`src/rtl/clint_timer.sv`:
```
// clint_timer: machine timer (mtime/mtimecmp) behind a valid/ready register port.
// Define CLINT_TIMER_SNAPSHOT_EN to latch mtime_hi on a mtime_lo read for coherent 64-bit reads.
//
// state | meaning
// IDLE  | ready for a request; resp_rdata parked at 0
// RESP  | one-cycle response beat for the request accepted on the previous edge
module clint_timer #(
  parameter int unsigned TICK_DIV = 1,
  parameter int unsigned MTIME_W  = 64
) (
  input  logic        clk_in,
  input  logic        rst_in,
  input  logic        rdy_in,
  input  logic        req_valid,
  output logic        req_ready,
  input  logic        req_we,
  input  logic [3:0]  req_addr,
  input  logic [31:0] req_wdata,
  output logic        resp_valid,
  output logic [31:0] resp_rdata,
  output logic        timer_interrupt
);

  typedef enum logic {IDLE = 1'b0, RESP = 1'b1} state_e;

  localparam logic [15:0] PRESC_MAX   = 16'(TICK_DIV - 1);
  localparam logic [1:0]  A_MTIME_LO  = 2'd0;
  localparam logic [1:0]  A_MTIME_HI  = 2'd1;
  localparam logic [1:0]  A_MTCMP_LO  = 2'd2;

  state_e               state_q, state_d;
  logic [15:0]          presc_q, presc_d;
  logic [MTIME_W-1:0]   mtime_q, mtime_d;
  logic [MTIME_W-1:0]   mtimecmp_q, mtimecmp_d;
  logic                 resp_valid_q, resp_valid_d;
  logic [31:0]          resp_rdata_q, resp_rdata_d;
  logic                 irq_q, irq_d;

  logic                 tick;
  logic                 accept;
  logic [1:0]           word;
  logic [31:0]          mtime_hi_rd;
  logic                 unused_addr_bits;

  // Word access only: the byte-lane bits carry no meaning.
  assign unused_addr_bits = ^req_addr[1:0];
  assign word             = req_addr[3:2];

  assign req_ready = rst_in && rdy_in && (state_q == IDLE);
  assign accept    = req_valid && req_ready;
  assign tick      = rdy_in && (presc_q == PRESC_MAX);

`ifdef CLINT_TIMER_SNAPSHOT_EN
  logic [31:0] shadow_q, shadow_d;
  logic        shadow_vld_q, shadow_vld_d;

  always_comb begin
    shadow_d     = shadow_q;
    shadow_vld_d = shadow_vld_q;
    if (accept) begin
      if (word == A_MTIME_LO && !req_we) begin
        shadow_d     = mtime_q[MTIME_W-1:32];
        shadow_vld_d = 1'b1;
      end else if (word == A_MTIME_HI || (word == A_MTIME_LO && req_we)) begin
        shadow_vld_d = 1'b0;
      end
    end
  end

  assign mtime_hi_rd = shadow_vld_q ? shadow_q : mtime_q[MTIME_W-1:32];

  always_ff @(posedge clk_in) begin
    if (!rst_in) begin
      shadow_q     <= '0;
      shadow_vld_q <= 1'b0;
    end else begin
      shadow_q     <= shadow_d;
      shadow_vld_q <= shadow_vld_d;
    end
  end
`else
  assign mtime_hi_rd = mtime_q[MTIME_W-1:32];
`endif

  always_comb begin
    state_d      = state_q;
    presc_d      = presc_q;
    mtime_d      = mtime_q;
    mtimecmp_d   = mtimecmp_q;
    resp_valid_d = resp_valid_q;
    resp_rdata_d = resp_rdata_q;
    irq_d        = irq_q;
    if (rdy_in) begin
      presc_d      = tick ? '0 : presc_q + 16'd1;
      mtime_d      = mtime_q + {{(MTIME_W-1){1'b0}}, tick};
      state_d      = IDLE;
      resp_valid_d = 1'b0;
      resp_rdata_d = '0;
      if (accept) begin
        state_d      = RESP;
        resp_valid_d = 1'b1;
        if (req_we) begin
          // An mtime write replaces the old value outright, so a same-cycle tick is lost.
          case (word)
            A_MTIME_LO: mtime_d = {mtime_q[MTIME_W-1:32], req_wdata};
            A_MTIME_HI: mtime_d = {req_wdata, mtime_q[31:0]};
            A_MTCMP_LO: mtimecmp_d[31:0] = req_wdata;
            default:    mtimecmp_d[MTIME_W-1:32] = req_wdata;
          endcase
        end else begin
          case (word)
            A_MTIME_LO: resp_rdata_d = mtime_q[31:0];
            A_MTIME_HI: resp_rdata_d = mtime_hi_rd;
            A_MTCMP_LO: resp_rdata_d = mtimecmp_q[31:0];
            default:    resp_rdata_d = mtimecmp_q[MTIME_W-1:32];
          endcase
        end
      end
      irq_d = (mtime_d >= mtimecmp_d);
    end
  end

  always_ff @(posedge clk_in) begin
    if (!rst_in) begin
      state_q      <= IDLE;
      presc_q      <= '0;
      mtime_q      <= '0;
      mtimecmp_q   <= '1;
      resp_valid_q <= 1'b0;
      resp_rdata_q <= '0;
      irq_q        <= 1'b0;
    end else begin
      state_q      <= state_d;
      presc_q      <= presc_d;
      mtime_q      <= mtime_d;
      mtimecmp_q   <= mtimecmp_d;
      resp_valid_q <= resp_valid_d;
      resp_rdata_q <= resp_rdata_d;
      irq_q        <= irq_d;
    end
  end

  assign resp_valid      = resp_valid_q;
  assign resp_rdata      = resp_rdata_q;
  assign timer_interrupt = irq_q;

endmodule

```
`config.mk`:
```
export PLATFORM = sky130hd
export DESIGN_NAME = clint_timer
export DESIGN_NICKNAME = d
export VERILOG_FILES = /design/src/rtl/clint_timer.sv
export SDC_FILE = /design/constraint.sdc
export NUM_CORES = 1
export LEC_CHECK = 0
export ABC_AREA = 0
export CAP_MARGIN = 10
export CORE_MARGIN = 2
export CORE_UTILIZATION = 60
export DETAILED_ROUTE_END_ITERATION = 7
export HOLD_SLACK_MARGIN = 0.1
export PLACE_DENSITY_LB_ADDON = 0.08
export SLEW_MARGIN = 20
export SYNTH_ARGS = -nofsm -noshare
export SYNTH_HDL_FRONTEND = slang
export SYNTH_SLANG_ARGS = --single-unit
```
`constraint.sdc`:
```
create_clock -name clk_in -period 11.55 [get_ports clk_in]
set_clock_uncertainty 0.05 [all_clocks]
set_input_delay 1.7325 -clock clk_in [delete_from_list [all_inputs] [get_ports clk_in]]
set_output_delay 1.7325 -clock clk_in [all_outputs]
set_load 0.01 [all_outputs]
```
==> results of run 1 <==
-- synthesized netlist by cell type (8+ instances only) --
cell        n
o21a_1     22
o22ai_1    10
xor2_1     13
dfxtp_1   178
a21o_1      8
clkbuf_1   65
nand2_1   159
a211oi_1   15
nand4_1    28
buf_2       9
and2_1      8
buf_1      16
mux2i_1    84
a22o_1     38
and3_1     23
a31oi_1    15
a21oi_1    82
a22oi_1    11
mux2_2      9
mux4_2     28
o21ai_0    79
nand3_1    54
nor4_1     15
a311oi_1   11
inv_1      15
xnor2_1    14
ha_1       68
nor2_1    108
and4_1     11
nor3_1     34
-- logic make-up after synthesis --
family	share of synthesized area
mux	0.1433
buf+inv	0.03976
simple gates	0.2112
compound gates	0.2083
flops	0.3044
xor+xnor	0.02020
fa+ha+maj	0.07269
-- flip-flops by register name, summed over array words and instances, names as in the netlist --
| register | count |
|---|---|
| mtime_q | 64 |
| resp_valid | 1 |
| presc_q | 16 |
| mtimecmp_q | 64 |
| timer_interrupt | 1 |
| resp_rdata | 32 |
-- cell type report --
type / instances / area share
clock buffer: 19 / 0.03364
clock inverter: 13 / 0.01473
inverter: 16 / 0.004561
multi-input combinational: 1068 / 0.5869
sequential: 178 / 0.2706
tap: 265 / 0.02518
timing repair buffer: 91 / 0.06442
-- where the power goes --
| group | internal [mW] | switching [mW] | total, mW |
|---|---|---|---|
| clock | 0.372 | 0.267 | 0.640 |
| combinational | 0.0571 | 0.0800 | 0.137 |
| sequential | 0.622 | 0.0109 | 0.633 |
| total | 1.05 | 0.358 | 1.41 |
-- placed cells by master (no fill, tap or decap), drive strengths merged, types with 7 or more instances in the layout --
cell type      synthesis  final
clkbuf                69     19
o221a                  7      7
and2                  10     10
clkdlybuf4s50          0     69
nand3                 55     55
o22ai                 10     10
xor2                  13     13
buf                   26     22
a211oi                16     16
nand4                 30     30
a31oi                 15     15
ha                    68     68
a22o                  38     38
nand2                159    159
xnor2                 14     14
inv                   15     20
nor3                  38     38
and3                  26     26
a21oi                 82     82
dfxtp                178    178
o21a                  22     22
mux2                   9      9
nor2                 108    108
o21ai                 79     79
and4                  14     14
mux4                  32     32
nor4                  19     19
a21o                   8      8
mux2i                 84     84
a22oi                 11     11
a311oi                11     11
-- per-layer routing --
metal  vias to the layer above  share of wire
met2                       618           0.46
li1                       5169              -
met1                      5459           0.40
met4                         0          0.041
met3                       130          0.098
met5                         -              0
-- final timing paths --
check / from / endpoint / slack (ns) / depth (start not counted)
setup reg to reg: presc_q[0] / timer_interrupt / 5.76 / 20
setup / recovery: rdy_in / timer_interrupt / 4.59 / 20
hold / removal: resp_rdata[24] / resp_rdata[24] / 0.43 / 1
hold reg to reg: resp_rdata[24] / resp_rdata[24] / 0.43 / 1
-- stage by stage --
step,instances,setup slack (ns),utilization
global placement,1618,4.498,0.6502
global route,1650,4.425,0.6833
floorplan,1357,6.161,-
detailed placement,1618,4.416,0.6502
CTS,1650,4.812,0.6833
finish,1650,4.591,0.6833
==> Implementation_results.wiki, run 1 <==
{| class="wikitable"
! Metric !! Value
|-
| Type of the worst setup path || primary input to flop
|-
| Final critical delay including setup and external delays || 6.959 ns
|-
| Detailed-route via count || 11380
|-
| Setup violations, final || 0
|-
| DR DRC count || 0
|-
| Hold violation total from the final report || 0
|-
| Post-detailed-placement half-perimeter wirelength || 25.04 mm
|-
| CTS sink cnt || 178
|-
| Overall routing resource usage || 0.3578
|-
| Initial cell density of the core || 0.6074
|-
| Dominant register cell in the synthesized netlist || dfxtp_1
|-
| Layout cell share with drive strength beyond 1 || 0.09892
|-
| Area post-placement || 12530 um^2
|-
| Worst-case vdd ir drop || 96.63 uV
|-
| Total number of placement rows || 51
|-
| Count of flip-flops with a built-in enable after synthesis || 0
|-
| Maximum achievable frequency || 143.7 MHz
|-
| Arrival @ worst endpoint || 7.27 ns
|-
| Syn avg cell area || 8.626 um^2
|-
| Num CTS Buffers || 17
|-
| Cells along the critical path || buf_2 > clkinv_1 > nor4_1 > nand4_1 > inv_1 > ha_1 > ha_1 > nand2_1 > nor2_1 > nand4_1 > nor2_1 > nand4_1 > o221a_2 > ha_1 > nand4_1 > nor4b_1 > nand3_1 > nor3_1 > o21ai_0 > a21oi_1
|-
| Max Transition Viols Final || 0
|-
| Total global routing overflow || 0
|-
| Total power draw || 1.410 mW
|-
| Number of setup buffers added after CTS || 0
|-
| Core region area || 19270 um^2
|-
| Synth Warn # || 0
|-
| Transition time at the pin with the least slew margin || 1.050 ns
|-
| Wire length of the first global-routing pass || 57.56 mm
|-
| DR pass1 iterations || 6
|-
| Data required time of the worst path || 11.86 ns
|-
| Top cells by area, synth || dfxtp_1 30%, ha_1 7.3%, mux2i_1 7.2%, mux4_2 5.4%, nand2_1 5.1%
|-
| DR iter-0 viols || 1200
|-
| Cell type with the largest total area after synthesis || dfxtp_1
|-
| Most prevalent standard cell on the critical path || nand4_1
|-
| Clock latency on the worst-skew pair || 0.44 ns
|-
| Pleak || 5.168 nW
|-
| Sum of negative setup slack || 0 ns
|-
| Seq cells post-synth || 178
|-
| Multi-input gate area || 7727 um^2
|-
| Worst hold path class || flop to flop
|-
| Met2 usage in global routing || 0.5764
|-
| Max transition margin || 0.2934
|-
| Ant. Diodes || 0
|-
| Final Routed Wirelength || 36.44 mm
|-
| Biggest cell delay along the critical path || 0.66 ns
|-
| Area of all placed cells without fillers || 13170 um^2
|-
| Largest fanout on the critical path || 12
|-
| Share of Yosys cell area claimed by the top area cell type || 0.3044
|-
| Maximum root-to-sink buffer count || 2
|-
| Ports || 76
|-
| Largest net degree at the start of global routing || 58
|-
| Detailed-route wire length per cell || 22.09 um
|-
| Unrepaired setup endpoints after global routing || false
|-
| Flip-flop and latch area || 3563 um^2
|-
| Root buf cell || clkbuf_16
|-
| Final cycle utilization of the critical path || 0.6025
|-
| Number of antenna violations at the first check in global routing || 0
|-
| Synth async-reset ratio || 0
|-
| Total power per unit cell area || 107.1 nW/um^2
|-
| Post-Synthesis Net Count || 1466
|-
| Critical path endpoint category || flop
|-
| Met3 track utilization from global routing || 0.07631
|-
| Total buffers and inverters traversed by the critical path || 3
|-
| Synthesized netlist cell count || 1357
|-
| Via count of the first global-routing pass || 10610
|-
| Clock transition at the register clock pins on the worst setup and hold paths after CTS || 0.07 ns
|-
| Area enclosed by the die boundary || 20640 um^2
|-
| Top Usage Layer GRT || met2
|-
| Max-cap violations || 0
|-
| Met1 layer usage reported by global route || 0.4682
|-
| Area growth syn-to-layout || 12.50%
|-
| Proportion of synthesized chip area in sequential cells || 0.3044
|-
| Number of vias per cell || 6.895
|-
| Kind of cell adding the most delay to the critical path || simple AND/OR/NAND/NOR gates
|-
| Final-layout fill cell count || 1599
|-
| Width of the die || 143.7 um
|-
| Number of nets at the end of the flow || 1481
|-
| Number of unique standard cell types used by synthesis || 77
|-
| Chip Height || 143.7 um
|-
| Post-synthesis instance area || 11700 um^2
|-
| Category of the worst setup path launch point || primary input
|-
| Result of the run || completed
|-
| Cell with the largest stage delay on the worst path || nand4_1
|-
| CTS tree || done
|-
| Port Buffers || 73
|-
| Final GP Congestion || 0.9565
|-
| Number of antenna-violating nets in the routed design || 0
|-
| Worst slack on hold paths || 0.4282 ns
|-
| Gates resized, CTS repair || 0
|-
| CTS H-tree lvls || 4
|-
| Hold buffers post-CTS || 0
|}
Power figures use the tool's default switching activity.
==> run 2: changes to the inputs <==
==> constraint.sdc (replaced) <==
create_clock -name clk_in -period 6.5 [get_ports clk_in]
set_clock_uncertainty 0.05 [all_clocks]
set_input_delay 0.975 -clock clk_in [delete_from_list [all_inputs] [get_ports clk_in]]
set_output_delay 0.975 -clock clk_in [all_outputs]
set_load 0.01 [all_outputs]
==> Implementation_results.wiki, run 2 (synthesis results as in run 1) <==
{| class="wikitable"
! Metric !! Value
|-
| Result of the run || completed
|-
| CTS tree || done
|-
| Sum of negative setup slack || 0 ns
|-
| Arrival @ worst endpoint || 5.97 ns
|-
| Post-detailed-placement half-perimeter wirelength || 25.84 mm
|-
| Largest net degree at the start of global routing || 50
|-
| Reg-to-reg startpoint || presc_q[0]
|-
| Num CTS Buffers || 17
|-
| Maximum achievable frequency || 177.0 MHz
|-
| Setup violations, final || 0
|-
| Overall routing resource usage || 0.3620
|-
| Wire length of the first global-routing pass || 57.76 mm
|-
| Total buffers and inverters traversed by the critical path || 3
|-
| Final GP Congestion || 0.9732
|-
| Final-layout fill cell count || 1625
|-
| Detailed-route wire length per cell || 22.34 um
|-
| Sink of the worst hold path || resp_rdata[14]
|-
| Clock latency on the worst-skew pair || 0.44 ns
|-
| Worst hold path class || flop to flop
|-
| Final critical delay including setup and external delays || 5.651 ns
|-
| Type of the worst setup path || primary input to flop
|-
| Total power draw || 2.454 mW
|-
| Worst-case vdd ir drop || 163.9 uV
|-
| Transition time at the pin with the least slew margin || 1.059 ns
|-
| DR DRC count || 0
|-
| Number of antenna violations at the first check in global routing || 2
|-
| Chip Height || 143.7 um
|-
| CTS sink cnt || 178
|-
| Cell with the largest stage delay on the worst path || nor4_4
|-
| Number of nets at the end of the flow || 1492
|-
| Cells along the critical path || buf_2 > clkinv_1 > nor4_1 > nand4_1 > inv_1 > ha_1 > nand3_1 > nor4_4 > and4_1 > nand3_1 > a211o_1 > a21oi_1 > ha_1 > nand4_1 > nor4_1 > nand3_1 > nor3_1 > o21ai_0 > a21oi_1
|-
| Hold violation total from the final report || 0
|-
| Critical path endpoint category || flop
|-
| Initial cell density of the core || 0.6074
|-
| Multi-input gate area || 7727 um^2
|-
| Total power per unit cell area || 185.5 nW/um^2
|-
| Kind of cell adding the most delay to the critical path || simple AND/OR/NAND/NOR gates
|-
| Area growth syn-to-layout || 13.01%
|-
| Flip-flop and latch area || 3563 um^2
|-
| Width of the die || 143.7 um
|-
| Clock transition at the register clock pins on the worst setup and hold paths after CTS || 0.07 ns
|-
| Cell-internal power || 1.804 mW
|-
| Reg-to-Reg End || timer_interrupt
|-
| Flop2flop setup slack || 1.00 ns
|-
| Net switching fraction of the power || 0.2648
|-
| Hold buffers post-CTS || 0
|-
| Share of total power in sequential cells || 0.459
|-
| Maximum root-to-sink buffer count || 2
|-
| Number of antenna-violating nets in the routed design || 0
|-
| Gates resized, CTS repair || 0
|-
| Port Buffers || 73
|-
| DR iter-0 viols || 1295
|-
| Max transition margin || 0.2873
|-
| Via count of the first global-routing pass || 10470
|-
| Number of setup buffers added after CTS || 0
|-
| Min-Delay Startpoint || resp_rdata[14]
|-
| Sw power || 0.6499 mW
|-
| Combinational power share || 0.101
|-
| Max Transition Viols Final || 0
|-
| DR pass1 iterations || 6
|-
| Number of vias per cell || 6.826
|-
| Pleak || 5.208 nW
|-
| Final Routed Wirelength || 37.08 mm
|-
| Final cycle utilization of the critical path || 0.8694
|-
| Total global routing overflow || 0
|-
| Data required time of the worst path || 6.82 ns
|-
| Worst hold stages || 1
|-
| Ports || 76
|-
| Largest fanout on the critical path || 11
|-
| Most common cell after layout, fill and taps aside || dfxtp_1
|-
| Total number of placement rows || 51
|-
| Unrepaired setup endpoints after global routing || false
|-
| Most prevalent standard cell on the critical path || nand3_1
|-
| Max-cap violations || 0
|-
| Area enclosed by the die boundary || 20640 um^2
|-
| Commonest cells after routing, fill and taps aside || 178 x dfxtp_1, 158 x nand2_1, 105 x nor2_1, 84 x mux2i_1, 82 x a21oi_1
|-
| Detailed-route via count || 11330
|-
| Biggest cell delay along the critical path || 0.68 ns
|-
| Number of cells on the worst reg-to-reg path || 19
|-
| Layout cell share with drive strength beyond 1 || 0.1061
|-
| Core region area || 19270 um^2
|-
| Ant. Diodes || 0
|-
| Share of total power in the clock network || 0.441
|-
| Root buf cell || clkbuf_16
|-
| Category of the worst setup path launch point || primary input
|-
| CTS H-tree lvls || 4
|}
## run 2: cell types whose count changed in the layout (fill, tap and decap cells not counted), sizes merged
cell    previous run  this run
buf               22        33
bufinv             4         2
clkinv             4         6
inv               20        19
## run 2: final cells by class
class / instances / share of cell area
clock inverters: 12 / 0.01126
multi-input cells: 1068 / 0.5842
repair buffers: 102 / 0.07132
inverters: 16 / 0.004540
clock buffers: 19 / 0.03424
well taps: 265 / 0.02507
flip-flops and latches: 178 / 0.2694
## run 2: power by group through the flow
| stage | registers, mW | clock network, mW | logic (mW) |
|---|---|---|---|
| floorplan | 1.15 | 0 | 0.143 |
| global placement | 1.15 | 0 | 0.239 |
| detailed placement | 1.15 | 0 | 0.241 |
| CTS | 1.12 | 1.09 | 0.243 |
| global route | 1.13 | 1.13 | 0.265 |
| finish | 1.13 | 1.08 | 0.247 |
## run 2: stage by stage
| step | instances | hold slack (ns) | setup WS (ns) | util | area [um^2] |
|---|---|---|---|---|---|
| floorplan | 1357 | 0.4092 | 1.869 | - | 11710 |
| global placement | 1629 | 0.4098 | 0.7722 | 0.6552 | 12630 |
| detailed placement | 1629 | 0.4133 | 0.6907 | 0.6552 | 12630 |
| CTS | 1660 | 0.4344 | 1.034 | 0.6864 | 13230 |
| global route | 1660 | 0.4505 | 0.6594 | 0.6864 | 13230 |
| finish | 1660 | 0.4299 | 0.8492 | 0.6864 | 13230 |
## run 2: how the worst max path moves through the flow
| stage | start | end | slack (ns) | depth (start not counted) |
|---|---|---|---|---|
| after global routing | rdy_in | timer_interrupt | 0.66 | 20 |
| after floorplan | rdy_in | timer_interrupt | 1.87 | 19 |
| after detailed placement | rdy_in | timer_interrupt | 0.69 | 19 |
| after global placement | rdy_in | timer_interrupt | 0.77 | 19 |
| final | rdy_in | timer_interrupt | 0.85 | 19 |
| after CTS | rdy_in | timer_interrupt | 1.03 | 19 |
## run 2: per-layer routing
layer | part of all wire | routed length [um] | vias to the layer above | GRT usage
li1 | - | - | 5203 | -
met1 | 0.41 | 15320 | 5430 | 0.4805
met2 | 0.46 | 17010 | 585 | 0.5882
met3 | 0.092 | 3419 | 111 | 0.06198
met4 | 0.036 | 1323 | 2 | 0.1440
met5 | 0.00035 | 13 | - | 0
